--- src/rtl/nova_isa_pkg.sv ---
// -----------------------------------------------------------------------------
// nova_isa_pkg
// Shared ISA definitions for the Nova core: opcode values, instruction field
// positions and a small predecode helper used by the fetch stage.
//   OPC_ADDI / OPC_J  : opcode values held in word[31:26]
//   *_MSB / *_LSB     : field positions of opcode, J imm26 and I-type rd/rs/imm
//   is_jump(word)     : 1 when the word is an unconditional J
// -----------------------------------------------------------------------------
package nova_isa_pkg;

    localparam logic [5:0] OPC_ADDI = 6'h10;
    localparam logic [5:0] OPC_J    = 6'h28;

    // Opcode field
    localparam int OPC_MSB   = 31;
    localparam int OPC_LSB   = 26;
    // J-type immediate
    localparam int IMM26_MSB = 25;
    localparam int IMM26_LSB = 0;
    // I-type fields
    localparam int RD_MSB    = 25;
    localparam int RD_LSB    = 21;
    localparam int RS_MSB    = 20;
    localparam int RS_LSB    = 16;
    localparam int IMM16_MSB = 15;
    localparam int IMM16_LSB = 0;

    function automatic logic is_jump(input logic [31:0] word);
        return (word[OPC_MSB:OPC_LSB] == OPC_J);
    endfunction

endpackage : nova_isa_pkg

--- src/rtl/fetch_queue.sv ---
// -----------------------------------------------------------------------------
// fetch_queue
// Small in-order FIFO holding fetched instructions until decode takes them.
// Head data comes straight from the storage registers, so nothing fed into
// wdata_i reaches rdata_o in the same cycle.
//   clk, rst_n : clock, asynchronous active-low reset
//   push_i     : write wdata_i at the tail (caller guarantees !full or pop)
//   pop_i      : drop the head (caller guarantees !empty)
//   flush_i    : empty the queue; overrides push and pop
//   wdata_i    : entry to enqueue
//   rdata_o    : current head entry (meaningless when empty_o=1)
//   full_o     : DEPTH entries held
//   empty_o    : no entries held
// -----------------------------------------------------------------------------
module fetch_queue #(
    parameter int DEPTH = 2,
    parameter int WIDTH = 8
) (
    input  logic             clk,
    input  logic             rst_n,
    input  logic             push_i,
    input  logic             pop_i,
    input  logic             flush_i,
    input  logic [WIDTH-1:0] wdata_i,
    output logic [WIDTH-1:0] rdata_o,
    output logic             full_o,
    output logic             empty_o
);

    localparam int PTR_W = (DEPTH > 1) ? $clog2(DEPTH) : 1;
    localparam int CNT_W = $clog2(DEPTH + 1);

    logic [WIDTH-1:0] mem_q [DEPTH];
    logic [PTR_W-1:0] rd_ptr_q, rd_ptr_d;
    logic [PTR_W-1:0] wr_ptr_q, wr_ptr_d;
    logic [CNT_W-1:0] count_q, count_d;

    // Pointers wrap modulo DEPTH, which need not be a power of two.
    function automatic logic [PTR_W-1:0] ptr_inc(input logic [PTR_W-1:0] p);
        return (p == PTR_W'(DEPTH - 1)) ? '0 : p + PTR_W'(1);
    endfunction

    always_comb begin
        rd_ptr_d = rd_ptr_q;
        wr_ptr_d = wr_ptr_q;
        count_d  = count_q;
        if (flush_i) begin
            rd_ptr_d = '0;
            wr_ptr_d = '0;
            count_d  = '0;
        end else begin
            if (push_i) wr_ptr_d = ptr_inc(wr_ptr_q);
            if (pop_i)  rd_ptr_d = ptr_inc(rd_ptr_q);
            case ({push_i, pop_i})
                2'b10:   count_d = count_q + CNT_W'(1);
                2'b01:   count_d = count_q - CNT_W'(1);
                default: count_d = count_q;
            endcase
        end
    end

    always_ff @(posedge clk or negedge rst_n) begin
        if (!rst_n) begin
            rd_ptr_q <= '0;
            wr_ptr_q <= '0;
            count_q  <= '0;
        end else begin
            rd_ptr_q <= rd_ptr_d;
            wr_ptr_q <= wr_ptr_d;
            count_q  <= count_d;
        end
    end

    // Storage. A push into a full queue that is popping in the same cycle
    // overwrites the slot being released, which is exactly the old head.
    generate
        for (genvar gi = 0; gi < DEPTH; gi++) begin : g_entry
            always_ff @(posedge clk or negedge rst_n) begin
                if (!rst_n) begin
                    mem_q[gi] <= '0;
                end else if (push_i && !flush_i && (wr_ptr_q == PTR_W'(gi))) begin
                    mem_q[gi] <= wdata_i;
                end
            end
        end
    endgenerate

    assign rdata_o = mem_q[rd_ptr_q];
    assign full_o  = (count_q == CNT_W'(DEPTH));
    assign empty_o = (count_q == '0);

endmodule : fetch_queue

--- src/rtl/fetch_unit.sv ---
// -----------------------------------------------------------------------------
// fetch_unit
// Instruction fetch stage: owns the PC, addresses a combinational word ROM,
// predecodes unconditional J so taken jumps cost no bubble, and queues
// {pc, instr, pred_taken} for decode over a valid/ready handshake.
//   clk, rst_n      : clock, asynchronous active-low reset
//   imem_addr       : ROM word address (the PC register)
//   imem_data       : ROM word for imem_addr, same cycle
//   redirect_valid  : flush from execute; highest priority
//   redirect_pc     : PC to restart from on redirect
//   out_valid       : queue head holds an instruction
//   out_ready       : decode takes the head this cycle
//   out_instr       : head word (0 when !out_valid)
//   out_pc          : head word address (0 when !out_valid)
//   out_pred_taken  : head is a J already followed (0 when !out_valid)
// -----------------------------------------------------------------------------
module fetch_unit
    import nova_isa_pkg::*;
#(
    parameter int                ADDR_W   = 10,
    parameter int                QDEPTH   = 2,
    parameter logic [ADDR_W-1:0] RESET_PC = '0
) (
    input  logic              clk,
    input  logic              rst_n,
    output logic [ADDR_W-1:0] imem_addr,
    input  logic [31:0]       imem_data,
    input  logic              redirect_valid,
    input  logic [ADDR_W-1:0] redirect_pc,
    output logic              out_valid,
    input  logic              out_ready,
    output logic [31:0]       out_instr,
    output logic [ADDR_W-1:0] out_pc,
    output logic              out_pred_taken
);

    localparam int ENTRY_W = ADDR_W + 32 + 1;

    logic [ADDR_W-1:0]  pc_q, pc_d;
    logic               is_j;
    logic [ADDR_W-1:0]  j_target;
    logic               pop;
    logic               push_ok;
    logic               push;
    logic               q_full;
    logic               q_empty;
    logic [ENTRY_W-1:0] q_wdata;
    logic [ENTRY_W-1:0] q_rdata;

    // Predecode: the jump target is the low ADDR_W bits of imm26.
    assign is_j     = is_jump(imem_data);
    assign j_target = imem_data[ADDR_W-1:0];

    assign pop     = out_valid & out_ready;
    // A full queue still accepts a word when the head leaves this cycle.
    assign push_ok = !q_full | pop;
    assign push    = push_ok & !redirect_valid;
    assign q_wdata = {pc_q, imem_data, is_j};

    always_comb begin
        pc_d = pc_q;
        if (redirect_valid) begin
            pc_d = redirect_pc;
        end else if (push_ok) begin
            // PC addition wraps naturally modulo 2^ADDR_W.
            pc_d = is_j ? j_target : pc_q + ADDR_W'(1);
        end
    end

    always_ff @(posedge clk or negedge rst_n) begin
        if (!rst_n) begin
            pc_q <= RESET_PC;
        end else begin
            pc_q <= pc_d;
        end
    end

    // A pop in a redirect cycle is still seen by decode; the flush discards
    // it here along with everything else.
    fetch_queue #(
        .DEPTH (QDEPTH),
        .WIDTH (ENTRY_W)
    ) u_queue (
        .clk     (clk),
        .rst_n   (rst_n),
        .push_i  (push),
        .pop_i   (pop & !redirect_valid),
        .flush_i (redirect_valid),
        .wdata_i (q_wdata),
        .rdata_o (q_rdata),
        .full_o  (q_full),
        .empty_o (q_empty)
    );

    assign imem_addr      = pc_q;
    assign out_valid      = !q_empty;
    assign out_pc         = out_valid ? q_rdata[ENTRY_W-1 -: ADDR_W] : '0;
    assign out_instr      = out_valid ? q_rdata[32:1] : '0;
    assign out_pred_taken = out_valid ? q_rdata[0] : 1'b0;

endmodule : fetch_unit

--- config.mk ---
export PLATFORM = sky130hd
export DESIGN_NAME = fetch_unit
export DESIGN_NICKNAME = d
export VERILOG_FILES = /design/src/rtl/nova_isa_pkg.sv /design/src/rtl/fetch_queue.sv /design/src/rtl/fetch_unit.sv
export SDC_FILE = /design/constraint.sdc
export NUM_CORES = 1
export LEC_CHECK = 0
export BUFFER_PORTS_ARGS = -buffer_cell sky130_fd_sc_hd__buf_2
export CELL_PAD_IN_SITES_DETAIL_PLACEMENT = 1
export CELL_PAD_IN_SITES_GLOBAL_PLACEMENT = 2
export CORE_MARGIN = 5
export CORE_UTILIZATION = 33
export DETAILED_ROUTE_END_ITERATION = 8
export GPL_TIMING_DRIVEN = 1
export PLACE_DENSITY_LB_ADDON = 0.12
export SLEW_MARGIN = 10
export SYNTH_ARGS = -nofsm -noshare
export SYNTH_HDL_FRONTEND = slang
export SYNTH_SLANG_ARGS = --single-unit
--- constraint.sdc ---
create_clock -name clk -period 2.07 [get_ports clk]
set_input_delay 0.1035 -clock clk [delete_from_list [all_inputs] [get_ports clk]]
set_output_delay 0.1035 -clock clk [all_outputs]
set_load 0.03 [all_outputs]
Word-level counts from Yosys, hierarchy flattened:

Cells that the tools add are included.

* $add $sub $neg: 5
* $lt $le $gt $ge: 1
* equal/unequal tests: 4
* mux-type cells: 17
* bitwise gates (word level): 6
* reductions and logical operators: 11

Operator list (number)
* $mux 43: 3
* $mux 10: 4
* $mux 32: 1
* $add 10x1->10 const B: 1
* $mux 1: 7
* $eq 6x6->1 const B: 1
* $reduce_bool 2->1: 3
* $eq 2x2->1 const B: 2
* $pmux 2 s2: 1
* $and 1x1->1: 3
* $logic_and 1x1->1: 3
* $logic_not 1->1: 3
* $reduce_bool 3->1: 1
* $add 1x1->1 const B: 2
* $add 2x1->2 const B: 1
* $eq 2x1->1 const B: 1
* $ge 2x2->1 const B: 1
* $logic_not 2->1: 1
* $mux 2: 1
* $not 1->2: 1
* $sub 2x1->2 const B: 1
* $not 1->1: 1
* $or 1x1->1: 1

* register bits after elaboration: 100
* input port bits: 46
* output and inout bits: 54
* word-level logic and storage cells: 50

Logic depth before layout (Yosys ltp):

Gate-level depths: netlist of run 1.

* depth after elaboration: 8
* mapped depth: 9
* depth with buffers taken out: 6

Cells and area by module:

From an unflattened synthesis of run 1, not the netlist that was laid out.

* cells, all modules: 396
* area, all modules: 5067.4 µm²

Modules (own cells, without submodules)
* fetch_queue: times used 1, cells an instance 250, area an instance 3986.3 µm², seq. area each 2252.2 µm²
* fetch_unit: times used 1, cells an instance 146, area an instance 1081.0 µm², seq. area each 250.2 µm²

Least setup slack after synthesis of run 1:

No wires, ideal clock.

* path kind: register to register
* from: register u_queue.count_q[0]
* to: register u_queue.mem_q[79] (netlist bit)
* setup time: 0.125 ns
* arrival time: 1.923 ns
* required time: 1.945 ns
* setup slack: 0.022 ns
* cell stages (with the launch flop): 10
* buffers on the path: 3
* clock period less this slack: 2.048 ns
* cell sequence: dfrtp_1 > inv_1 > ha_1 > buf_6 > nand2b_4 > and2_1 > buf_6 > nor3_4 > buf_6 > mux2_2

* longest elaborated chain between the ends: 7
* elaborated cells on any way between the ends: 9
* classes of those cells: eq/ne: 1; bitwise: 3; reduce/logical: 5

Ends and longest elaborated chain
* start, declared: RTL line fetch_queue.sv:36 `logic [CNT_W-1:0] count_q, count_d;`
* start signal, assigned: RTL line fetch_queue.sv:70 `count_q <= count_d;`
* $logic_not 2->1: RTL line fetch_queue.sv:90 `assign empty_o = (count_q == '0);`
* $logic_not 1->1: RTL line fetch_unit.sv:96 `assign out_valid = !q_empty;`
* $and 1x1->1: RTL line fetch_unit.sv:54 `assign pop = out_valid & out_ready;`
* $or 1x1->1 *: RTL line fetch_unit.sv:56 `assign push_ok = !q_full | pop;`
* $and 1x1->1 *: RTL line fetch_unit.sv:57 `assign push = push_ok & !redirect_valid;`
* $logic_and 1x1->1 * (2 in series): RTL line fetch_queue.sv:81 `end else if (push_i && !flush_i && (wr_ptr_q == PTR_W'(gi))) begin`
* end signal, assigned by index: RTL line fetch_queue.sv:82 `mem_q[gi] <= wdata_i;`
* end, declared: RTL line fetch_queue.sv:33 `logic [WIDTH-1:0] mem_q [DEPTH];`

Every way passes the cells marked *; elsewhere a longest branch is shown, timed or not.
A chain may end at the register's enable or synchronous reset.

Worst setup path in the final report of run 1:

* from: register u_queue.count_q[0]
* to: register u_queue.mem_q[17] (netlist bit)

Same word-level chain as after synthesis.

==> metrics.md, run 1 <==
| Metric | Value |
|---|---|
| Clock root buffer | sky130_fd_sc_hd__clkbuf_16 |
| Overall routing resource usage | 0.151 |
| Last weighted congestion value of the routability-driven placer | about 0.73 |
| Final hold violation count | 0 |
| Highest-delay cell along the critical path | sky130_fd_sc_hd__mux2_2 |
| Fmax achieved | 524 MHz |
| Post-DR vias/cell | about 5.0 |
| Net count reported at finish | between 500 and 600 |
| Inst Count DP | 670 |
| Cell family with most CP delay | multiplexers |
| Compound-Gate Fraction of Synth Area | 0.0500 |
| Final count of negative-setup-slack endpoints | 0 |
| Routed vias | 3500 |
| Largest net degree at the start of global routing | 46 |
| Aggregate negative setup slack | 0 ns |
| Hold Startpoint | redirect_pc[8] |
| WHS | 0.0124 ns |
| Combinational family with the most area after synthesis | multiplexers |
| Type of destination of the critical path | register |
| Number of top-level pins | 100 |
| Remaining max-slew budget at the tightest pin | 0.646 |
| Residual antenna-violating net count after detailed routing | 0 |
| Sequential-to-total area share from yosys stat | 0.512 |
| Worst-Skew Late Latency | 0.35 ns |
| Post-Route WL | 12.7 mm |
| P_leak | approximately 2.7 nW |
| Register bit count reported by yosys | 100 |
| Buffer levels on the longest clock path | 2 |
| Final Slew Violations | 0 |
| Die W | roughly 130 um |
| Highest ir drop seen on vdd | roughly 0.72 mV |
| Wire length of the first global-routing pass | between 20 and 25 mm |
| Mux contribution to synthesized area | 0.288 |
| Total die area | 0.0173 mm^2 |
| Row count | 44 |
| Worst-path cell chain | inv_1 -> ha_2 -> nand2b_4 -> a21oi_1 -> and2_2 -> buf_4 -> mux2_2 |
| Cell count after synthesis | between 300 and 400 |
| Grt ovf | 0 |
| H-tree levels | 3 |
| Number of input and output port buffers inserted | 99 |
| Iter 0 DRT Violations | 90 |
| Area Growth Syn to Fin | 25.0% |
| Post-DP HPWL | roughly 8.7 mm |
| Chip Height | 132 um |
| Max capacitance violation total | 0 |
| Inserted Clock Buffers | 9 |
| DRC violations left | 0 |
| Yosys Warn Count | 0 |
| Min cycle time layout | ~1.9 ns |
| Cell area after technology mapping | slightly below 0.005 mm^2 |
| Crit path max fanout | 16 |
| Number of nets in the synthesized netlist | 448 |
| Synthesized area per cell | 12.2 um^2 |
| Areal power density over the cells | 1560 mW/mm^2 |
| Share of synthesized cell area in full adder, half adder and majority cells | 0.00769 |
| Share of post-route cells with drive strength above 1 | 0.403 |
| Number of iterations in the first detailed-routing pass | 4 |
| Initial Utilization | 0.336 |
| Startpoint kind of the worst setup timing path | register |
| Cell Count, Final, Fillers Out | 707 |
| Standard cell core area | ~0.015 mm^2 |
| Actual transition at the worst max-transition pin | roughly 0.53 ns |
| Worst setup skew after layout | 0.00515 ns |
| Data required time at the worst endpoint | approximately 2.3 ns |
| Critical path data arrival time | approximately 2.1 ns |
| Synth unique cells | 38 |
| Clock sink count | 100 |
| Xor and xnor area share after synthesis | 0.00717 |
| Vias in the first global route | approximately 4000 |
| Antenna Diode Count | 0 |
| Maximum cell stage delay along the critical path | roughly 0.37 ns |
| Crit. Startpoint | u_queue.count_q[0] |
| Crit Path Category | register to register |
| Area share of and/or/nand/nor cells after synthesis | 0.0948 |
| Outcome | complete, no violations |
| R2R Setup Slk | 0.16 ns |
| RSZ-0062 raised after global routing | false |
| Clock tree from TritonCTS | yes |
| Antenna violations before repair | 1 |
| Hold Crit Class | input pin to register |
| Core utilization of the finished layout | 0.420 |
| Final total power | around 0.0095 W |
| Clock-pin slew on the worst setup and hold paths | roughly 0.060 ns |
| WP buf/inv | 2 |
| Worst reg2reg path startpoint | u_queue.count_q[0] |
| Detailed-route wire length per cell | around 18 um |
| Final worst path period share | 0.923 |
-- power breakdown --
part           internal, W  leakage (nW)  switching [W]  total [W]
combinational      0.00185          1.35        0.00254    0.00439
clock              0.00100         0.142       0.000716    0.00172
sequential         0.00287          1.19       0.000536    0.00340
-- worst min-delay path, stage by stage --
cell and delay [ns]:
sky130_fd_sc_hd__buf_2 0.08, sky130_fd_sc_hd__a22oi_1 0.07, sky130_fd_sc_hd__o21ai_0 0.07
-- per-stage QoR --
| step | worst slack (ns) | cell area [um^2] |
|---|---|---|
| 2_1_floorplan | 0.0224 | 4880 |
| 3_3_place_gp | 0.205 | 5580 |
| 6_report | 0.160 | 6100 |
| 5_1_grt | 0.0375 | 6100 |
| 3_5_place_dp | 0.158 | 5580 |
| 4_1_cts | 0.0660 | 6080 |
-- final timing paths --
path	endpoint	depth (start not counted)
worst max-delay path	u_queue.mem_q[17]	7
worst min-delay path	imem_addr[8]	3
worst min register to register	u_queue.mem_q[82]	1
worst max register to register	u_queue.mem_q[17]	7
min in group asynchronous	u_queue.mem_q[37]	2
max in group asynchronous	u_queue.mem_q[20]	3
-- cells in the final DEF (no fill, tap or decap), drive strengths merged, types with 2 or more instances in the layout --
cell type / instances
buf: 111
dfrtp: 100
mux2: 86
nor2: 51
mux2i: 44
dlygate4sd3: 21
o21ai: 14
clkbuf: 13
nand2: 10
nor3: 10
nor2b: 8
a21oi: 6
inv: 5
a22oi: 5
nand3: 4
xnor2: 3
o31a: 3
nor4: 3
o21a: 3
ha: 3
nand4: 2
a211oi: 2
o31ai: 2
clkinvlp: 2
nand2b: 2
and2: 2
-- synthesized netlist by cell type (all sizes together) --
cell type | number | area [um^2]
dfrtp | 100 | 2500
mux2 | 86 | 968
nor2 | 51 | 199
mux2i | 44 | 440
buf | 16 | 144
o21ai | 14 | 70.1
nand2 | 10 | 37.5
nor3 | 10 | 61.3
clkbuf | 8 | 30.0
nor2b | 8 | 50.1
a21oi | 6 | 30.0
a22oi | 5 | 37.5
inv | 5 | 18.8
nand3 | 4 | 20.0
ha | 3 | 37.5
nor4 | 3 | 18.8
o21a | 3 | 22.5
o31a | 3 | 26.3
xnor2 | 3 | 26.3
a211oi | 2 | 15.0
and2 | 2 | 12.5
nand2b | 2 | 20.0
nand4 | 2 | 12.5
o31ai | 2 | 15.0
a211o | 1 | 8.76
a221o | 1 | 10.0
a221oi | 1 | 8.76
and3 | 1 | 6.26
nor4b | 1 | 15.0
or4b | 1 | 10.0
xor2 | 1 | 8.76
-- layer usage --
metal  global-route usage  routed length [um]  part of all wire
met2                0.258                6310              0.50
met3               0.0501                 652             0.052
met4               0.0377                 131             0.010
met1                0.184                5560              0.44
met5                    0                   7           0.00055
-- state kept, by name (all words and copies together) (netlist names) --
name and count:
u_queue.mem_q 86, u_queue.wr_ptr_q 1, u_queue.count_q 2, imem_addr 10, u_queue.rd_ptr_q 1
-- cells by family after synthesis --
logic type / Yosys count
DFF: 100
AOI/OAI and AO/OA: 38
muxes: 130
buffers and inverters: 29
and+or+nand+nor: 95
xor gates and xnor gates: 4
adders and majority gates: 3
-- area by class of cell --
type                    count  area, um^2
fillers                  1581        8430
flip-flops and latches    100        2500
multi-input cells         270        2190
repair buffers            132         852
clock buffers              13         260
well taps                 184         230
clock inverters             3        45.0
inverters                   5        18.8
-- timing repair --
item / CTS / global route
hold buffers: 19 / 2
setup buffers: 0 / 0
gates resized for setup: 0 / 1
setup endpoints to repair: 0 / 10
endpoints found under the hold margin: 61 / 3
Power figures use the tool's default switching activity.
==> run 2: changes to the inputs <==
--- a/config.mk
+++ b/config.mk
@@ -5,11 +5,12 @@
 export SDC_FILE = /design/constraint.sdc
 export NUM_CORES = 1
 export LEC_CHECK = 0
+export ABC_AREA = 1
 export BUFFER_PORTS_ARGS = -buffer_cell sky130_fd_sc_hd__buf_2
 export CELL_PAD_IN_SITES_DETAIL_PLACEMENT = 1
 export CELL_PAD_IN_SITES_GLOBAL_PLACEMENT = 2
 export CORE_MARGIN = 5
-export CORE_UTILIZATION = 33
+export CORE_UTILIZATION = 28
 export DETAILED_ROUTE_END_ITERATION = 8
 export GPL_TIMING_DRIVEN = 1
 export PLACE_DENSITY_LB_ADDON = 0.12
==> run 2 against run 1 <==
Against the previous run:
- design area down 1.8%
- highest routed layer is now met4
- die area grew 17%
- combinational power increased by 0.9%
==> metrics.md, run 2 <==
| Metric | Value |
|---|---|
| Outcome | complete, no violations |
| Grt ovf | 0 (unchanged) |
| Die W | 142 um (+8.0%) |
| End of the worst register-to-register path | imem_addr[3] |
| RSZ-0062 raised after global routing | false |
| Detailed-route wire length per cell | 15.4 um (-14%) |
| Number of nets in the synthesized netlist | 673 (+50%) |
| Post-DP HPWL | 10.0 mm (+16%) |
| Part of the power in the clock network | 0.175 (-0.006) |
| Hold Crit Class | input pin to register |
| Length in cells of the worst reg-to-reg path | 8 (+1) |
| Proportion of power drawn by flip-flops and latches | 0.359 (about the same) |
| Worst setup skew after layout | 0.00745 ns (+0.00230 ns) |
| Worst-Skew Late Latency | 0.35 ns (about the same) |
| Crit path max fanout | 20 (+4) |
| Last weighted congestion value of the routability-driven placer | 0.729 (-0.23%) |
| Antenna Diode Count | 0 (unchanged) |
| Register bit count reported by yosys | 100 (unchanged) |
| Share of Yosys cell area claimed by the top area cell type | 0.512 (-0.000656) |
| Number of input and output port buffers inserted | 99 (unchanged) |
| Cell count after synthesis | 624 (+56%) |
| Startpoint kind of the worst setup timing path | register |
| Min cycle time layout | 1.90 ns (-0.00534 ns) |
| Inserted Clock Buffers | 9 (unchanged) |
| H-tree levels | 3 (unchanged) |
| Wire length of the first global-routing pass | 23.5 mm (+13%) |
| Yosys Warn Count | 0 (unchanged) |
| Register name with the most flops | u_queue.mem_q |
| Fraction of power consumed by combinational cells | 0.466 (+0.005) |
| Net count reported at finish | 767 (+35%) |
| Clock sink count | 100 (unchanged) |
| Final count of negative-setup-slack endpoints | 0 (unchanged) |
| Type of destination of the critical path | output port |
| Row count | 48 (+9.1%) |
| Switching Fraction | 0.460 (+0.0619) |
| Crit Path Category | register to output port |
| Area Growth Syn to Fin | 22.5% |
| Highest ir drop seen on vdd | 0.477 mV (-34%) |
| Fmax achieved | 525 MHz (+0.28%) |
| Clock root buffer | sky130_fd_sc_hd__clkbuf_16 |
| Synthesized area per cell | 7.84 um^2 (-36%) |
| R2R Setup Slk | 0.24 ns (+0.08 ns) |
| Post-Route WL | 14.6 mm (+15%) |
| Standard cell core area | 0.0172 mm^2 (+19%) |
| Post-synthesis cell type with the largest combined area | sky130_fd_sc_hd__dfrtp_1 |
| Iter 0 DRT Violations | 226 (+150%) |
| Clock-pin slew on the worst setup and hold paths | 0.07 ns (about the same) |
| NetSw | 0.00438 W (+16%) |
| Number of top-level pins | 100 (unchanged) |
| Most common cell in the synthesized netlist | sky130_fd_sc_hd__nand2_1 |
| Async set-reset flop share out of synthesis | 1.00 (unchanged) |
| Max reg flops | 86 (unchanged) |
| Post-DR vias/cell | 4.57 (-7.7%) |
| Critical path data arrival time | 1.80 ns (-0.34 ns) |
| Post-layout worst setup margin | 0.165 ns (+0.00534 ns) |
| Data required time at the worst endpoint | 1.97 ns (-0.33 ns) |
| Antenna violations before repair | 0 (-1) |
| Number of cells on the worst hold path | 3 (unchanged) |
| Buffer levels on the longest clock path | 2 (unchanged) |
| DRC violations left | 0 (unchanged) |
| Areal power density over the cells | 1590 mW/mm^2 (+1.9%) |
| Worst reg2reg path startpoint | u_queue.count_q[0] |
| Share of post-route cells with drive strength above 1 | 0.209 (-0.195) |
| Cell area after technology mapping | 0.00489 mm^2 (+0.13%) |
| Chip Height | 142 um (+8.0%) |
| Remaining max-slew budget at the tightest pin | 0.628 (-0.0182) |
| Aggregate negative setup slack | 0 ns (unchanged) |
| Synth unique cells | 22 (-42%) |
| Max capacitance violation total | 0 (unchanged) |
| Clock tree from TritonCTS | yes |
| Final worst path period share | 0.920 (-0.00258) |
| P_leak | 3.14 nW (+17%) |
| Sequential-to-total area share from yosys stat | 0.512 (-0.000656) |
| Int Power | 0.00514 W (-10%) |
| Top cells by area, synth | sky130_fd_sc_hd__dfrtp_1 (51%), sky130_fd_sc_hd__nand2_1 (10%), sky130_fd_sc_hd__o21ai_0 (9.3%) |
| Initial Utilization | 0.284 (-0.0523) |
| Inst Count DP | 927 (+38%) |
| Most common library cell in the layout ignoring fill and taps | sky130_fd_sc_hd__nand2_1 |
| Commonest cells in the netlist | sky130_fd_sc_hd__nand2_1 (135), sky130_fd_sc_hd__nor2_1 (106), sky130_fd_sc_hd__dfrtp_1 (100) |
| Final Slew Violations | 0 (unchanged) |
| Residual antenna-violating net count after detailed routing | 0 (unchanged) |
| Overall routing resource usage | 0.147 (-0.00331) |
| Placement-stage worst setup slack | 0.230 ns (+0.0724 ns) |
| Hold Startpoint | imem_data[25] |
| WHS | 0.0175 ns (+0.00512 ns) |
| Cell Count, Final, Fillers Out | 948 (+34%) |
| Number of iterations in the first detailed-routing pass | 4 (unchanged) |
| Highest-count cells in the layout ignoring fill and taps | sky130_fd_sc_hd__nand2_1 (135), sky130_fd_sc_hd__nor2_1 (106), sky130_fd_sc_hd__dfrtp_1 (100) |
| Count of flip-flops with a built-in enable after synthesis | 0 (unchanged) |
| Routed vias | 4332 (+24%) |
| Worst min-delay path endpoint | u_queue.mem_q[26] |
| Total die area | 0.0202 mm^2 (+17%) |
| Dominant synthesized flop cell | sky130_fd_sc_hd__dfrtp_1 |
| Actual transition at the worst max-transition pin | 0.558 ns (+0.0273 ns) |
| Largest net degree at the start of global routing | 101 (+120%) |
| Vias in the first global route | 4504 (+16%) |
| Final hold violation count | 0 (unchanged) |
-- run 2: cell types whose count changed in the layout (fill, tap and decap cells not counted), moves of 12 or more --
| cell | change |
|---|---|
| sky130_fd_sc_hd__nand2_1 | +125 |
| sky130_fd_sc_hd__o21ai_0 | +77 |
| sky130_fd_sc_hd__inv_1 | +55 |
| sky130_fd_sc_hd__mux2i_1 | -44 |
| sky130_fd_sc_hd__dlygate4sd3_1 | -18 |
| sky130_fd_sc_hd__mux2_2 | -79 |
| sky130_fd_sc_hd__nor2_1 | +56 |
| sky130_fd_sc_hd__nand3_1 | +12 |
| sky130_fd_sc_hd__o21ai_1 | +52 |
-- run 2: through the flow --
stage	power (W)	area, um^2	utilization
6_report	0.00951	5990	0.347
5_1_grt	0.0103	5990	0.347
4_1_cts	0.00962	5960	0.346
3_5_place_dp	0.00790	5640	0.327
3_3_place_gp	0.00778	5640	0.327
2_1_floorplan	0.00642	4890	-
-- run 2: cells by family (layout without fill, tap and decap cells) --
kind of cell	Yosys count	count (layout)	synth area share
simple gates	267	267	0.221
compound gates	153	153	0.163
buf+inv	101	200	0.0970
flops	100	100	0.512
fa+ha+maj	3	3	0.00768
-- run 2: power by group through the flow --
| stage | combinational, W | clock, W | sequential [W] |
|---|---|---|---|
| after floorplan | 0.00300 | 0 | 0.00342 |
| after global placement | 0.00436 | 0 | 0.00341 |
| after detailed placement | 0.00445 | 0 | 0.00345 |
| after CTS | 0.00448 | 0.00172 | 0.00342 |
| after global routing | 0.00496 | 0.00181 | 0.00354 |
| final | 0.00443 | 0.00167 | 0.00341 |
-- run 2: layout make-up --
| cell class | count | area (um^2) |
|---|---|---|
| Clock buffer | 11 | 253 |
| Fill cell | 2130 | 11200 |
| Timing Repair inverter | 1 | 5.00 |
| Multi-Input combinational cell | 423 | 1930 |
| Inverter | 65 | 248 |
| Clock inverter | 5 | 36.3 |
| Timing Repair Buffer | 118 | 738 |
| Sequential cell | 100 | 2500 |
| Tap cell | 225 | 282 |
-- run 2: timing repair --
action / CTS / global route
cloned: 0 / 1
pin swaps: 0 / 0
setup endpoints to repair: 25 / 35
endpoints found under the hold margin: 102 / 0
hold buffers: 3 / 0
setup buffers: 0 / 1
resized for setup: 1 / 3
-- run 2: worst max-delay path: stages (launching register included) --
cell                         delay (ns)
sky130_fd_sc_hd__dfrtp_1           0.37
sky130_fd_sc_hd__inv_1             0.09
sky130_fd_sc_hd__ha_4              0.19
sky130_fd_sc_hd__clkinvlp_4        0.15
sky130_fd_sc_hd__buf_12            0.17
sky130_fd_sc_hd__o21ai_0           0.09
sky130_fd_sc_hd__nor2_1            0.16
sky130_fd_sc_hd__clkbuf_4          0.22
-- run 2: worst max path at each step --
stage / endpoint / slack, ns / depth (start not counted) / start
final: out_instr[19] / 0.17 / 7 / u_queue.count_q[0]
after global routing: out_instr[26] / 0.007 / 7 / u_queue.count_q[0]
after CTS: out_instr[3] / 0.03 / 7 / u_queue.count_q[0]
after detailed placement: imem_addr[1] / 0.23 / 8 / u_queue.count_q[0]
after global placement: imem_addr[1] / 0.28 / 8 / u_queue.count_q[0]
after floorplan: out_instr[22] / 0.21 / 6 / u_queue.count_q[0]
-- run 2: routing by layer --
| metal | part of all wire | GRT usage | vias up |
|---|---|---|---|
| met5 | 0 | 0 | - |
| met4 | 0.014 | 0.0485 | 0 |
| met3 | 0.041 | 0.0239 | 14 |
| met2 | 0.47 | 0.242 | 82 |
| met1 | 0.47 | 0.199 | 2066 |
| li1 | - | - | 2170 |
